[config.mk]
export PLATFORM = sky130hd
export DESIGN_NAME = maxpool2x2_stream
export DESIGN_NICKNAME = d
export VERILOG_FILES = /design/src/rtl/cnn_pkg.sv /design/src/rtl/pool_line_buf.sv /design/src/rtl/maxpool2x2_stream.sv
export SDC_FILE = /design/constraint.sdc
export NUM_CORES = 1
export LEC_CHECK = 0
export CORE_MARGIN = 3
export CORE_UTILIZATION = 49
export CTS_CLUSTER_SIZE = 40
export DETAILED_ROUTE_END_ITERATION = 10
export HOLD_SLACK_MARGIN = 0.08
export PLACE_DENSITY_LB_ADDON = 0.15
export SLEW_MARGIN = 15
export SYNTH_ARGS = -nofsm -noshare
export SYNTH_HDL_FRONTEND = slang
export SYNTH_SLANG_ARGS = --single-unit
[constraint.sdc]
create_clock -name clk -period 10.5 [get_ports clk]
set_input_delay 1.05 -clock clk [delete_from_list [all_inputs] [get_ports clk]]
set_output_delay 1.05 -clock clk [all_outputs]
set_load 0.02 [all_outputs]
[src/rtl/cnn_pkg.sv]
// Types and helpers shared by the CNN datapath stages (ReLU, pooling, conv).
package cnn_pkg;

    localparam int unsigned CNN_DATA_W = 32;

    typedef logic signed [CNN_DATA_W-1:0] pixel_t;

    function automatic pixel_t smax(input pixel_t a, input pixel_t b);
        return (a > b) ? a : b;
    endfunction

endpackage

[src/rtl/pool_line_buf.sv]
// One-row line buffer for the pooling stage: single write port, combinational read, no storage reset.
module pool_line_buf #(
    parameter int unsigned DEPTH  = 14,
    parameter int unsigned WIDTH  = 32,
    parameter int unsigned ADDR_W = (DEPTH > 1) ? $clog2(DEPTH) : 1
) (
    input  logic              clk,
    input  logic              we,
    input  logic [ADDR_W-1:0] waddr,
    input  logic [WIDTH-1:0]  wdata,
    input  logic [ADDR_W-1:0] raddr,
    output logic [WIDTH-1:0]  rdata
);

    logic [WIDTH-1:0] mem [DEPTH];

    always_ff @(posedge clk) begin
        if (we) begin
            mem[waddr] <= wdata;
        end
    end

    assign rdata = mem[raddr];

endmodule

[src/rtl/maxpool2x2_stream.sv]
// 2x2 stride-2 pooling over a row-major valid-qualified pixel stream, one channel per frame.
// Max pooling by default; define MAXPOOL2X2_AVG_EN to build average pooling instead.
module maxpool2x2_stream
    import cnn_pkg::*;
#(
    parameter int unsigned DATA_W = CNN_DATA_W,
    parameter int unsigned IMG_W  = 28,
    parameter int unsigned IMG_H  = 28
) (
    input  logic              clk,
    input  logic              rst,
    input  logic              in_valid,
    input  logic [DATA_W-1:0] d_in,
    output logic              out_valid,
    output logic [DATA_W-1:0] d_out,
    output logic              frame_done
);

    localparam int unsigned COL_W    = (IMG_W > 1) ? $clog2(IMG_W) : 1;
    localparam int unsigned ROW_W    = (IMG_H > 1) ? $clog2(IMG_H) : 1;
    localparam int unsigned LB_DEPTH = IMG_W / 2;
    localparam int unsigned LB_AW    = (LB_DEPTH > 1) ? $clog2(LB_DEPTH) : 1;
`ifdef MAXPOOL2X2_AVG_EN
    localparam int unsigned LB_W     = DATA_W + 1;
`else
    localparam int unsigned LB_W     = DATA_W;
`endif

    if (((IMG_W % 2) != 0) || (IMG_W < 2)) begin : g_bad_img_w
        $error("maxpool2x2_stream: IMG_W must be even and >= 2");
    end
    if (((IMG_H % 2) != 0) || (IMG_H < 2)) begin : g_bad_img_h
        $error("maxpool2x2_stream: IMG_H must be even and >= 2");
    end

    typedef enum logic {
        ROW_EVEN = 1'b0,
        ROW_ODD  = 1'b1
    } state_t;

    state_t            state_q, state_d;
    logic [COL_W-1:0]  col_q, col_d;
    logic [ROW_W-1:0]  row_q, row_d;
    logic [DATA_W-1:0] pair_q, pair_d;
    logic              out_valid_d;
    logic [DATA_W-1:0] d_out_d;
    logic              frame_done_d;

    logic              last_col;
    logic              last_row;
    logic              lb_we;
    logic [LB_AW-1:0]  lb_addr;
    logic [LB_W-1:0]   lb_rd;
    logic [LB_W-1:0]   h;
    logic [DATA_W-1:0] result;

    assign last_col = (col_q == COL_W'(IMG_W - 1));
    assign last_row = (row_q == ROW_W'(IMG_H - 1));
    // Horizontal pair index; even rows write it, odd rows read it, never the same cycle.
    assign lb_addr  = LB_AW'(col_q >> 1);

`ifdef MAXPOOL2X2_AVG_EN
    logic [DATA_W+1:0] sum;

    // Window sum carried at full precision, then floor-divided by 4.
    assign h      = {pair_q[DATA_W-1], pair_q} + {d_in[DATA_W-1], d_in};
    assign sum    = {lb_rd[LB_W-1], lb_rd} + {h[LB_W-1], h};
    assign result = sum[DATA_W+1:2];
`else
    if (DATA_W == CNN_DATA_W) begin : g_pkg_max
        assign h      = smax(pixel_t'(pair_q), pixel_t'(d_in));
        assign result = smax(pixel_t'(lb_rd), pixel_t'(h));
    end else begin : g_gen_max
        assign h      = ($signed(pair_q) > $signed(d_in)) ? pair_q : d_in;
        assign result = ($signed(lb_rd) > $signed(h)) ? lb_rd : h;
    end
`endif

    pool_line_buf #(
        .DEPTH  (LB_DEPTH),
        .WIDTH  (LB_W),
        .ADDR_W (LB_AW)
    ) u_line_buf (
        .clk   (clk),
        .we    (lb_we),
        .waddr (lb_addr),
        .wdata (h),
        .raddr (lb_addr),
        .rdata (lb_rd)
    );

    // Next-state, counters and output decode; everything holds on bubble cycles.
    always_comb begin
        state_d      = state_q;
        col_d        = col_q;
        row_d        = row_q;
        pair_d       = pair_q;
        lb_we        = 1'b0;
        out_valid_d  = 1'b0;
        d_out_d      = d_out;
        frame_done_d = 1'b0;

        if (in_valid) begin
            col_d = last_col ? '0 : col_q + COL_W'(1);
            if (last_col) begin
                row_d = last_row ? '0 : row_q + ROW_W'(1);
            end
            if (!col_q[0]) begin
                pair_d = d_in;
            end

            case (state_q)
                ROW_EVEN: begin
                    lb_we = col_q[0];
                    if (last_col) begin
                        state_d = ROW_ODD;
                    end
                end
                ROW_ODD: begin
                    if (col_q[0]) begin
                        out_valid_d  = 1'b1;
                        d_out_d      = result;
                        frame_done_d = last_col && last_row;
                    end
                    if (last_col) begin
                        state_d = ROW_EVEN;
                    end
                end
                default: state_d = ROW_EVEN;
            endcase
        end
    end

    always_ff @(posedge clk) begin
        if (rst) begin
            state_q    <= ROW_EVEN;
            col_q      <= '0;
            row_q      <= '0;
            pair_q     <= '0;
            out_valid  <= 1'b0;
            d_out      <= '0;
            frame_done <= 1'b0;
        end else begin
            state_q    <= state_d;
            col_q      <= col_d;
            row_q      <= row_d;
            pair_q     <= pair_d;
            out_valid  <= out_valid_d;
            d_out      <= d_out_d;
            frame_done <= frame_done_d;
        end
    end

endmodule
==> results.yml, run 1 <==
outcome:
  status: "finished clean"
clocking:
  clockBufferDepth: 3
  numCtsBuffers: 54
  post_cts_buffers: 0
  cts_tree: "yes"
  clkSlewWorstSetupHoldPaths_ns: 0.06
  hold_buffers: 0
  htreeDepth: 2
  cts-root-buf: "clkbuf_16"
  clk_latency_ns: 0.61
  clock-sinks: 529
  cts_resized: 0
setup_path:
  worstSetupEndpointType: "flip-flop"
  critPathMaxFanout: 34
  path_class: "input pin to flip-flop"
  crit_slowest_cell: "mux2i_4"
  path_buf_inv: 4
  crit_chain: "clkdlybuf4s50_1 -> inv_1 -> ha_1 -> nand4_1 -> nor4_1 -> and4_1 -> a211oi_1 -> a311oi_4 -> buf_4 -> mux2i_1 -> ha_1 -> nor2b_1 -> o211ai_1 -> a2111o_1 -> a31oi_1 -> nor4_1 -> mux2i_4 -> buf_4 -> a32oi_1 -> o31ai_1"
  arrival_ns: 7.99
  max_stage_delay_ns: 0.90
  cp_top_family: "multiplexers"
  crit_required_ns: 11.01
  cp-start-kind: "input pin"
global_routing:
  antenna_found_initial: 0
  grt_start_max_net_pins: 100
  grt_pass1_wl_um: 77300
  grt_pass1_vias: 12030
  grt_overflow_total: 0
  grtUsageTotal_pct: 22.3
layout:
  num-fill-cells: 3342
  diodes: 0
  final_nets: 1445
  layout-drive-gt1-share_pct: 21.1
  syn_to_final_growth_pct: 15.4
routing:
  drcViolationCount: 0
  dr.first_iter.drc_count: 1319
  viasPerCell: 6.00
  wl_met3_um: 3450
  via_count: 11850
  dr_wl_met2_um: 24600
  dr.max_layer_used: "met4"
  routed_wl_um: 51600
  wl_per_cell_um: 26.1
  ant_nets: 0
  met1_length_um: 22700
  dr.pass1.iters: 5
place:
  place.gp.congestion: 0.770
  place.detailed.hpwl_um: 28700
  port_buffers: 68
  post-place-ws_ns: 2.46
timing:
  hold_viol_final: 0
  fin_crit_sh_pct: 71.2
  slew_headroom_pct: 22.0
  min_period_ns: 7.48
  worst_pin_slew_ns: 1.17
  fin_skew_ns: 0.0149
  setup_violations: 0
  fmax_mhz: 134
  timing.final.ws_setup_ns: 3.02
  slew_viol_final: 0
  setup_tns_ns: 0
  rsz0062_at_grt: "false"
die:
  core-area_um2: 43600
  die_h_um: 217
  start_util_pct: 50.2
  io_pins: 69
  fp-row-count: 76
  fp.dieW_um: 217
  fp.dieArea_um2: 47200
pwr:
  leakage_nw: 8.50
  p_per_area_nw_per_um2: 187
  vdd_drop_max_mv: 0.100
synth:
  yosysTopAreaCell: "edfxtp_1"
  synth_edf_count: 448
  syn_avg_cell_area_um2: 17.3
  yosysWarnings: 0
  synth_ff_type: "edfxtp_1"
  synthTopCellsByArea: "edfxtp_1 61%, mux4_2 13%, dfxtp_1 7.4%"
  synth_cells: 1263
  async_flop_share_pct: 0
  syn-num-nets: 1364
  synth_top_area_share_pct: 61.5
  netlist_area_um2: 21900
  ys_seq_area_share_pct: 68.9
  ys_types: 45
  synth_seq_cells: 529
flow_run:
  cap_violations: 0
min_path:
  hold_path_class: "flip-flop to flip-flop"
## cell type report
cell class / count / area [um2] / share of cell area [%]
clock inverters: 37 / 439 / 1.74
clock buffers: 65 / 1430 / 5.68
repair buffers: 94 / 883 / 3.50
flip-flops and latches: 529 / 15100 / 59.8
multi-input cells: 599 / 6420 / 25.4
well taps: 585 / 732 / 2.90
inverters: 66 / 248 / 0.981
## state kept, by name, indices dropped and copies added (netlist names), named ones only
register	flops
out_valid	1
u_line_buf.mem	448
frame_done	1
pair_q	32
row_q	5
col_q	5
state_q	1
d_out	32
## worst paths after layout
kind / startpoint / end / slack, ns / cells past startpoint
max: d_in[27] / d_out[31] / 3.02 / 20
min: pair_q[4] / pair_q[4] / 0.47 / 2
max reg2reg: pair_q[31] / d_out[31] / 3.70 / 18
min reg2reg: pair_q[4] / pair_q[4] / 0.47 / 2
## placed cells by master, fill, tap and decap left out, types with 8 or more instances in the layout
| cell type | instances |
|---|---|
| a21oi_1 | 65 |
| a32oi_1 | 31 |
| buf_4 | 25 |
| bufinv_16 | 9 |
| clkbuf_1 | 8 |
| clkbuf_16 | 55 |
| clkdlybuf4s50_1 | 67 |
| clkinv_1 | 10 |
| clkinv_2 | 10 |
| dfxtp_1 | 77 |
| edfxtp_1 | 448 |
| ha_1 | 66 |
| inv_1 | 66 |
| mux2_2 | 31 |
| mux2i_1 | 36 |
| mux4_2 | 127 |
| nand2_1 | 91 |
| nand3_1 | 9 |
| nand4_1 | 8 |
| nor2_1 | 22 |
| nor2_4 | 10 |
| o31ai_1 | 32 |
## per-stage QoR
stage	instances	instance area [um2]	power (mW)	utilization [%]	hold WS [ns]
finish	1975	25200	4.71	58.0	0.473
global route	1975	25200	4.88	58.0	0.499
CTS	1975	25200	4.75	58.0	0.476
detailed placement	1873	23400	2.76	53.7	0.468
global placement	1873	23400	2.75	53.7	0.450
floorplan	1263	21900	2.63	-	0.449
## worst register-to-register path, delay by kind of cell, from the launching register on
kind	cells	cell delay [ns]
AO/OA/AOI/OAI	7	1.59
adder cells (fa/ha/maj)	2	0.68
buffers and inverters	2	1.02
flip-flops	1	0.33
multiplexers	2	1.64
AND/OR/NAND/NOR	5	1.45
## per-layer routing
metal,GRT usage [%],vias to the layer above
li1,-,5200
met1,32.6,6195
met2,35.4,398
met3,3.59,57
met4,5.63,0
met5,0,-
## cells in the mapped netlist, types with 2 or more instances
cell type,number
nor2b_1,4
nand4_1,8
buf_4,3
nor4_1,2
nor3b_1,4
a211oi_1,3
edfxtp_1,448
clkbuf_1,45
o21ai_1,5
o31ai_1,32
nand2b_1,5
or3_1,2
a32oi_1,31
a21oi_1,65
buf_2,3
buf_1,18
or2_2,2
a221o_1,3
o21ai_0,6
nand4b_1,2
nand3_1,9
mux4_2,127
nand2_1,91
nand3b_1,3
mux2_2,31
a21o_1,3
mux2i_1,37
a31oi_1,4
dfxtp_1,81
and4_1,5
ha_1,66
inv_1,66
nor2_1,32
nor3_1,6
## where the power goes
part / switching, mW / total [mW] / internal [mW]
Clock: 0.802 / 2.00 / 1.20
Combinational: 0.235 / 0.361 / 0.126
Sequential: 0.0145 / 2.35 / 2.34
Total: 1.05 / 4.71 / 3.66
## kinds of logic (layout without fill, tap and decap cells)
family,after synthesis,after routing,synth area share (%)
adder cells (fa/ha/maj),66,66,3.77
AND/OR/NAND/NOR,179,179,3.75
multiplexers,195,195,16.4
flip-flops,529,529,68.9
buffers and inverters,135,262,2.38
AO/OA/AOI/OAI,157,157,4.76
XOR/XNOR,2,2,0.0801
Power figures use the tool's default switching activity.
==> inputs of run 2 (changes only) <==
==> constraint.sdc (replaced) <==
create_clock -name clk -period 7.5 [get_ports clk]
set_input_delay 0.75 -clock clk [delete_from_list [all_inputs] [get_ports clk]]
set_output_delay 0.75 -clock clk [all_outputs]
set_load 0.02 [all_outputs]
==> run 2 against run 1 <==
Total power rose by 37%. Combinational power is 41% higher. Die area did not move. Global-route usage decreased by 0.33 points. Wire length shrank 1.2%. Cell count grew 0.15%. Sequential share of layout area grew 0.065 points. Flip-flop and latch count stayed put. Non-clock buffer count is 4 higher. Final area is 0.11% lower. Register-to-register slack lost 2.6 ns. Critical endpoint is now d_out[23]. Highest routed layer unchanged.
==> results.yml, run 2 (synthesis gave the netlist of run 1 again) <==
routing:
  via_count: 11890
  dr.first_iter.drc_count: 1191
  ant_nets: 0
  drcViolationCount: 0
  dr.pass1.iters: 5
  viasPerCell: 6.01
  wl_per_cell_um: 25.8
  routed_wl_um: 51000
layout:
  syn_to_final_growth_pct: 15.2
  top_regs: "u_line_buf.mem (448), d_out (32), pair_q (32)"
  final_common_cell: "edfxtp_1"
  largest-register: "u_line_buf.mem"
  final_cell_mix: "448 x edfxtp_1, 127 x mux4_2, 91 x nand2_1"
  largest_reg_flops: 448
  layout-drive-gt1-share_pct: 21.5
  num-fill-cells: 3349
  final_nets: 1449
  fin_area_um2: 25200
  diodes: 0
pwr:
  p_switching_mw: 1.45
  leakage_nw: 8.49
  vdd_drop_max_mv: 0.139
  internal-power_mw: 5.03
  swShare_pct: 22.3
  power_frac_seq_pct: 50.9
  p_per_area_nw_per_um2: 257
  combPwrFrac_pct: 7.9
  p_clk_share_pct: 41.2
  total_power_mw: 6.48
die:
  fp-row-count: 76
  fp.dieW_um: 217
  die_h_um: 217
  io_pins: 69
  core-area_um2: 43600
  start_util_pct: 50.2
  fp.dieArea_um2: 47200
clocking:
  clockBufferDepth: 3
  post_cts_buffers: 0
  htreeDepth: 2
  hold_buffers: 0
  clk_latency_ns: 0.60
  clkSlewWorstSetupHoldPaths_ns: 0.06
  numCtsBuffers: 54
  cts_resized: 0
  clock-sinks: 529
  cts_tree: "yes"
  cts-root-buf: "clkbuf_16"
timing:
  setup_tns_ns: 0
  min_period_ns: 6.74
  worst_pin_slew_ns: 1.15
  fmax_mhz: 148
  slew_viol_final: 0
  slew_headroom_pct: 23.5
  setup_violations: 0
  hold_viol_final: 0
  fin_crit_sh_pct: 89.9
  fin_skew_ns: 0.0181
  rsz0062_at_grt: "false"
setup_path:
  max_stage_delay_ns: 0.67
  crit_chain: "clkdlybuf4s50_1 -> inv_1 -> ha_1 -> nand4_1 -> nor4_1 -> and4_1 -> a211oi_1 -> a311oi_4 -> buf_4 -> mux2i_1 -> ha_1 -> nand4_1 -> or3_1 -> nand3b_1 -> or4_1 -> o21ai_1 -> mux2i_4 -> buf_4 -> a32oi_1 -> o31ai_1"
  crit_required_ns: 7.95
  cp-start-kind: "input pin"
  worstSetupEndpointType: "flip-flop"
  path_class: "input pin to flip-flop"
  path_buf_inv: 4
  cp_top_family: "simple AND/OR/NAND/NOR gates"
  critPathMaxFanout: 26
  arrival_ns: 7.20
  crit_slowest_cell: "mux2i_1"
global_routing:
  grt_start_max_net_pins: 66
  grtUsageTotal_pct: 21.9
  grt_overflow_total: 0
  grt_pass1_wl_um: 76500
  grt_pass1_vias: 11771
  antenna_found_initial: 0
flow_run:
  cap_violations: 0
outcome:
  status: "finished clean"
place:
  port_buffers: 68
  place.gp.congestion: 0.756
  place.detailed.hpwl_um: 28500
  place_area_um2: 23400
min_path:
  hold_path_class: "flip-flop to flip-flop"
==> run 2: cell count changes in the layout (fill, tap and decap cells not counted), sizes merged <==
cell | previous run | this run
clkinvlp | 3 | 4
buf | 27 | 31
bufinv | 9 | 6
inv | 67 | 68
==> run 2: layout make-up <==
type                            instances  area, um2  area share [%]
Timing Repair Buffer                   98        938            3.72
Multi-Input combinational cell        599       6420            25.5
Clock inverter                         36        348            1.38
Tap cell                              585        732            2.90
Clock buffer                           65       1440            5.72
Inverter                               66        248           0.982
Sequential cell                       529      15100            59.8
==> run 2: worst reg2reg max path, delay by kind of cell, from the launching register on <==
family	cells	cell delay (ns)
multiplexers	2	0.88
AO/OA/AOI/OAI	5	1.32
AND/OR/NAND/NOR	7	2.26
flip-flops	1	0.33
buffers and inverters	2	0.83
adder cells (fa/ha/maj)	2	0.58
==> run 2: power by group through the flow <==
stage,Sequential (mW),Clock (mW),Combinational (mW)
6_report,3.30,2.67,0.510
5_1_grt,3.30,2.86,0.564
4_1_cts,3.30,2.73,0.511
3_5_place_dp,3.36,0,0.509
3_3_place_gp,3.36,0,0.499
2_1_floorplan,3.34,0,0.345
==> run 2: routing by layer <==
layer  GRT usage [%]  share of wire (%)  vias up
met2            34.7                 48      388
met4            5.83                2.0        0
met1            31.9                 44     6217
li1                -                  -     5213
met3            3.99                6.5       72
met5               0                  0        -
==> run 2: per-stage QoR <==
step / cells / worst slack [ns] / hold WS [ns] / utilization (%)
floorplan: 1263 / 2.53 / 0.449 / -
global placement: 1877 / 0.287 / 0.461 / 53.8
detailed placement: 1877 / 0.195 / 0.467 / 53.8
CTS: 1978 / 0.819 / 0.475 / 57.9
global route: 1978 / 0.340 / 0.497 / 57.9
finish: 1978 / 0.757 / 0.472 / 57.9
==> run 2: worst paths after layout <==
check / startpoint / end / slack (ns) / cells past startpoint
setup / recovery: d_in[31] / d_out[23] / 0.76 / 20
hold / removal: pair_q[15] / pair_q[15] / 0.47 / 2
setup reg to reg: pair_q[31] / d_out[23] / 1.15 / 18
hold reg to reg: pair_q[15] / pair_q[15] / 0.47 / 2
==> inputs of run 3 (changes only) <==
--- a/config.mk
+++ b/config.mk
@@ -5,8 +5,10 @@
 export SDC_FILE = /design/constraint.sdc
 export NUM_CORES = 1
 export LEC_CHECK = 0
+export CAP_MARGIN = 0
 export CORE_MARGIN = 3
 export CORE_UTILIZATION = 49
+export CTS_BUF_LIST = sky130_fd_sc_hd__clkbuf_16
 export CTS_CLUSTER_SIZE = 40
 export DETAILED_ROUTE_END_ITERATION = 10
 export HOLD_SLACK_MARGIN = 0.08
==> run 3 against run 2 <==
Maximum frequency grew 0.20%. Non-clock buffer count is the same. Clock-buffer cell count shrank 11. Setup slack gained 0.014 ns. Final area shrank 0.20%.
==> results.yml, run 3 (synthesis gave the netlist of run 1 again) <==
setup_path:
  cp-start-kind: "input pin"
  critPathMaxFanout: 26
  critPathLaunch: "d_in[31]"
  crit_slowest_cell: "mux2i_1"
  crit_chain: "clkdlybuf4s50_1 -> inv_1 -> ha_1 -> nand4_1 -> nor4_1 -> and4_1 -> a211oi_1 -> a311oi_4 -> buf_4 -> mux2i_1 -> ha_1 -> nand4_1 -> or3_1 -> nand3b_1 -> or4_1 -> o21ai_1 -> mux2i_4 -> buf_4 -> a32oi_1 -> o31ai_1"
  rr_startpoint: "pair_q[27]"
  arrival_ns: 7.19
  crit_required_ns: 7.96
  worstSetupEndpointType: "flip-flop"
  max_stage_delay_ns: 0.66
  cp_top_family: "simple AND/OR/NAND/NOR gates"
  path_buf_inv: 4
  path_class: "input pin to flip-flop"
routing:
  viasPerCell: 6.00
  routed_wl_um: 51000
  via_count: 11865
  dr.pass1.iters: 6
  wl_per_cell_um: 25.8
  dr.first_iter.drc_count: 1205
  drcViolationCount: 0
  ant_nets: 0
global_routing:
  grt_overflow_total: 0
  grtUsageTotal_pct: 21.9
  antenna_found_initial: 0
  grt_pass1_wl_um: 76500
  grt_start_max_net_pins: 66
  grt_pass1_vias: 11768
die:
  fp.dieArea_um2: 47200
  start_util_pct: 50.2
  die_h_um: 217
  core-area_um2: 43600
  fp.dieW_um: 217
  fp-row-count: 76
  io_pins: 69
layout:
  num-fill-cells: 3354
  syn_to_final_growth_pct: 15.0
  top_regs: "u_line_buf.mem (448), d_out (32), pair_q (32)"
  final_cell_mix: "448 x edfxtp_1, 127 x mux4_2, 91 x nand2_1"
  layout-drive-gt1-share_pct: 21.1
  final_nets: 1449
  final_common_cell: "edfxtp_1"
  final_util_pct: 57.8
  diodes: 0
  largest-register: "u_line_buf.mem"
  largest_reg_flops: 448
clocking:
  hold_buffers: 0
  post_cts_buffers: 0
  clock-sinks: 529
  cts_resized: 0
  clockBufferDepth: 3
  cts_tree: "yes"
  clk_latency_ns: 0.60
  cts-root-buf: "clkbuf_16"
  clkSlewWorstSetupHoldPaths_ns: 0.06
  numCtsBuffers: 54
  htreeDepth: 2
timing:
  worst_pin_slew_ns: 1.18
  setup_tns_ns: 0
  hold_viol_final: 0
  slew_viol_final: 0
  setup_violations: 0
  fin_crit_sh_pct: 89.7
  fin_skew_ns: 0.0190
  min_period_ns: 6.73
  fmax_mhz: 149
  rsz0062_at_grt: "false"
  slew_headroom_pct: 21.4
place:
  place.detailed.hpwl_um: 28500
  port_buffers: 68
  place.gp.congestion: 0.756
min_path:
  hold_path_class: "flip-flop to flip-flop"
  hp-start: "pair_q[15]"
flow_run:
  cap_violations: 0
pwr:
  leakage_nw: 8.48
  vdd_drop_max_mv: 0.139
  p_per_area_nw_per_um2: 255
outcome:
  status: "finished clean"
run 3: routing by layer:
| metal | GRT usage [%] | share of wire [%] | wire length, um | vias to the layer above |
|---|---|---|---|---|
| met1 | 31.9 | 44 | 22300 | 6183 |
| li1 | - | - | - | 5218 |
| met3 | 3.99 | 6.7 | 3420 | 74 |
| met5 | 0 | 0 | 0 | - |
| met2 | 34.7 | 48 | 24200 | 390 |
| met4 | 5.83 | 2.0 | 1040 | 0 |
run 3: worst paths after layout:
| path | endpoint | slack (ns) | cells past startpoint |
|---|---|---|---|
| hold / removal | pair_q[15] | 0.47 | 2 |
| setup / recovery | d_out[25] | 0.77 | 20 |
| setup reg to reg | d_out[25] | 1.15 | 18 |
| hold reg to reg | pair_q[15] | 0.47 | 2 |
run 3: final cells by class:
class / count / area (um2) / share of cell area (%)
Tap cell: 585 / 732 / 2.91
Sequential cell: 529 / 15100 / 59.9
Inverter: 66 / 248 / 0.984
Timing Repair Buffer: 98 / 938 / 3.73
Clock inverter: 47 / 389 / 1.55
Multi-Input combinational cell: 599 / 6420 / 25.5
Clock buffer: 54 / 1350 / 5.37
run 3: power by group:
group	leakage (nW)	switching, mW	total [mW]	internal [mW]
Clock	0.873	1.09	2.61	1.52
Sequential	4.74	0.0241	3.30	3.27
Combinational	2.87	0.324	0.508	0.184
run 3: stage by stage:
stage / instance area (um2) / worst slack (ns) / instances / hold WS (ns) / total power [mW]
floorplan: 21900 / 2.53 / 1263 / 0.449 / 3.69
finish: 25200 / 0.771 / 1978 / 0.472 / 6.42
global route: 25200 / 0.340 / 1978 / 0.497 / 6.66
global placement: 23400 / 0.287 / 1877 / 0.461 / 3.86
detailed placement: 23400 / 0.195 / 1877 / 0.467 / 3.87
CTS: 25200 / 0.819 / 1978 / 0.475 / 6.48
run 3: worst min-delay path, delay by kind of cell (launching register included):
kind,cells,cell delay (ns)
compound gates,1,0.05
flops,1,0.32
simple gates,1,0.05
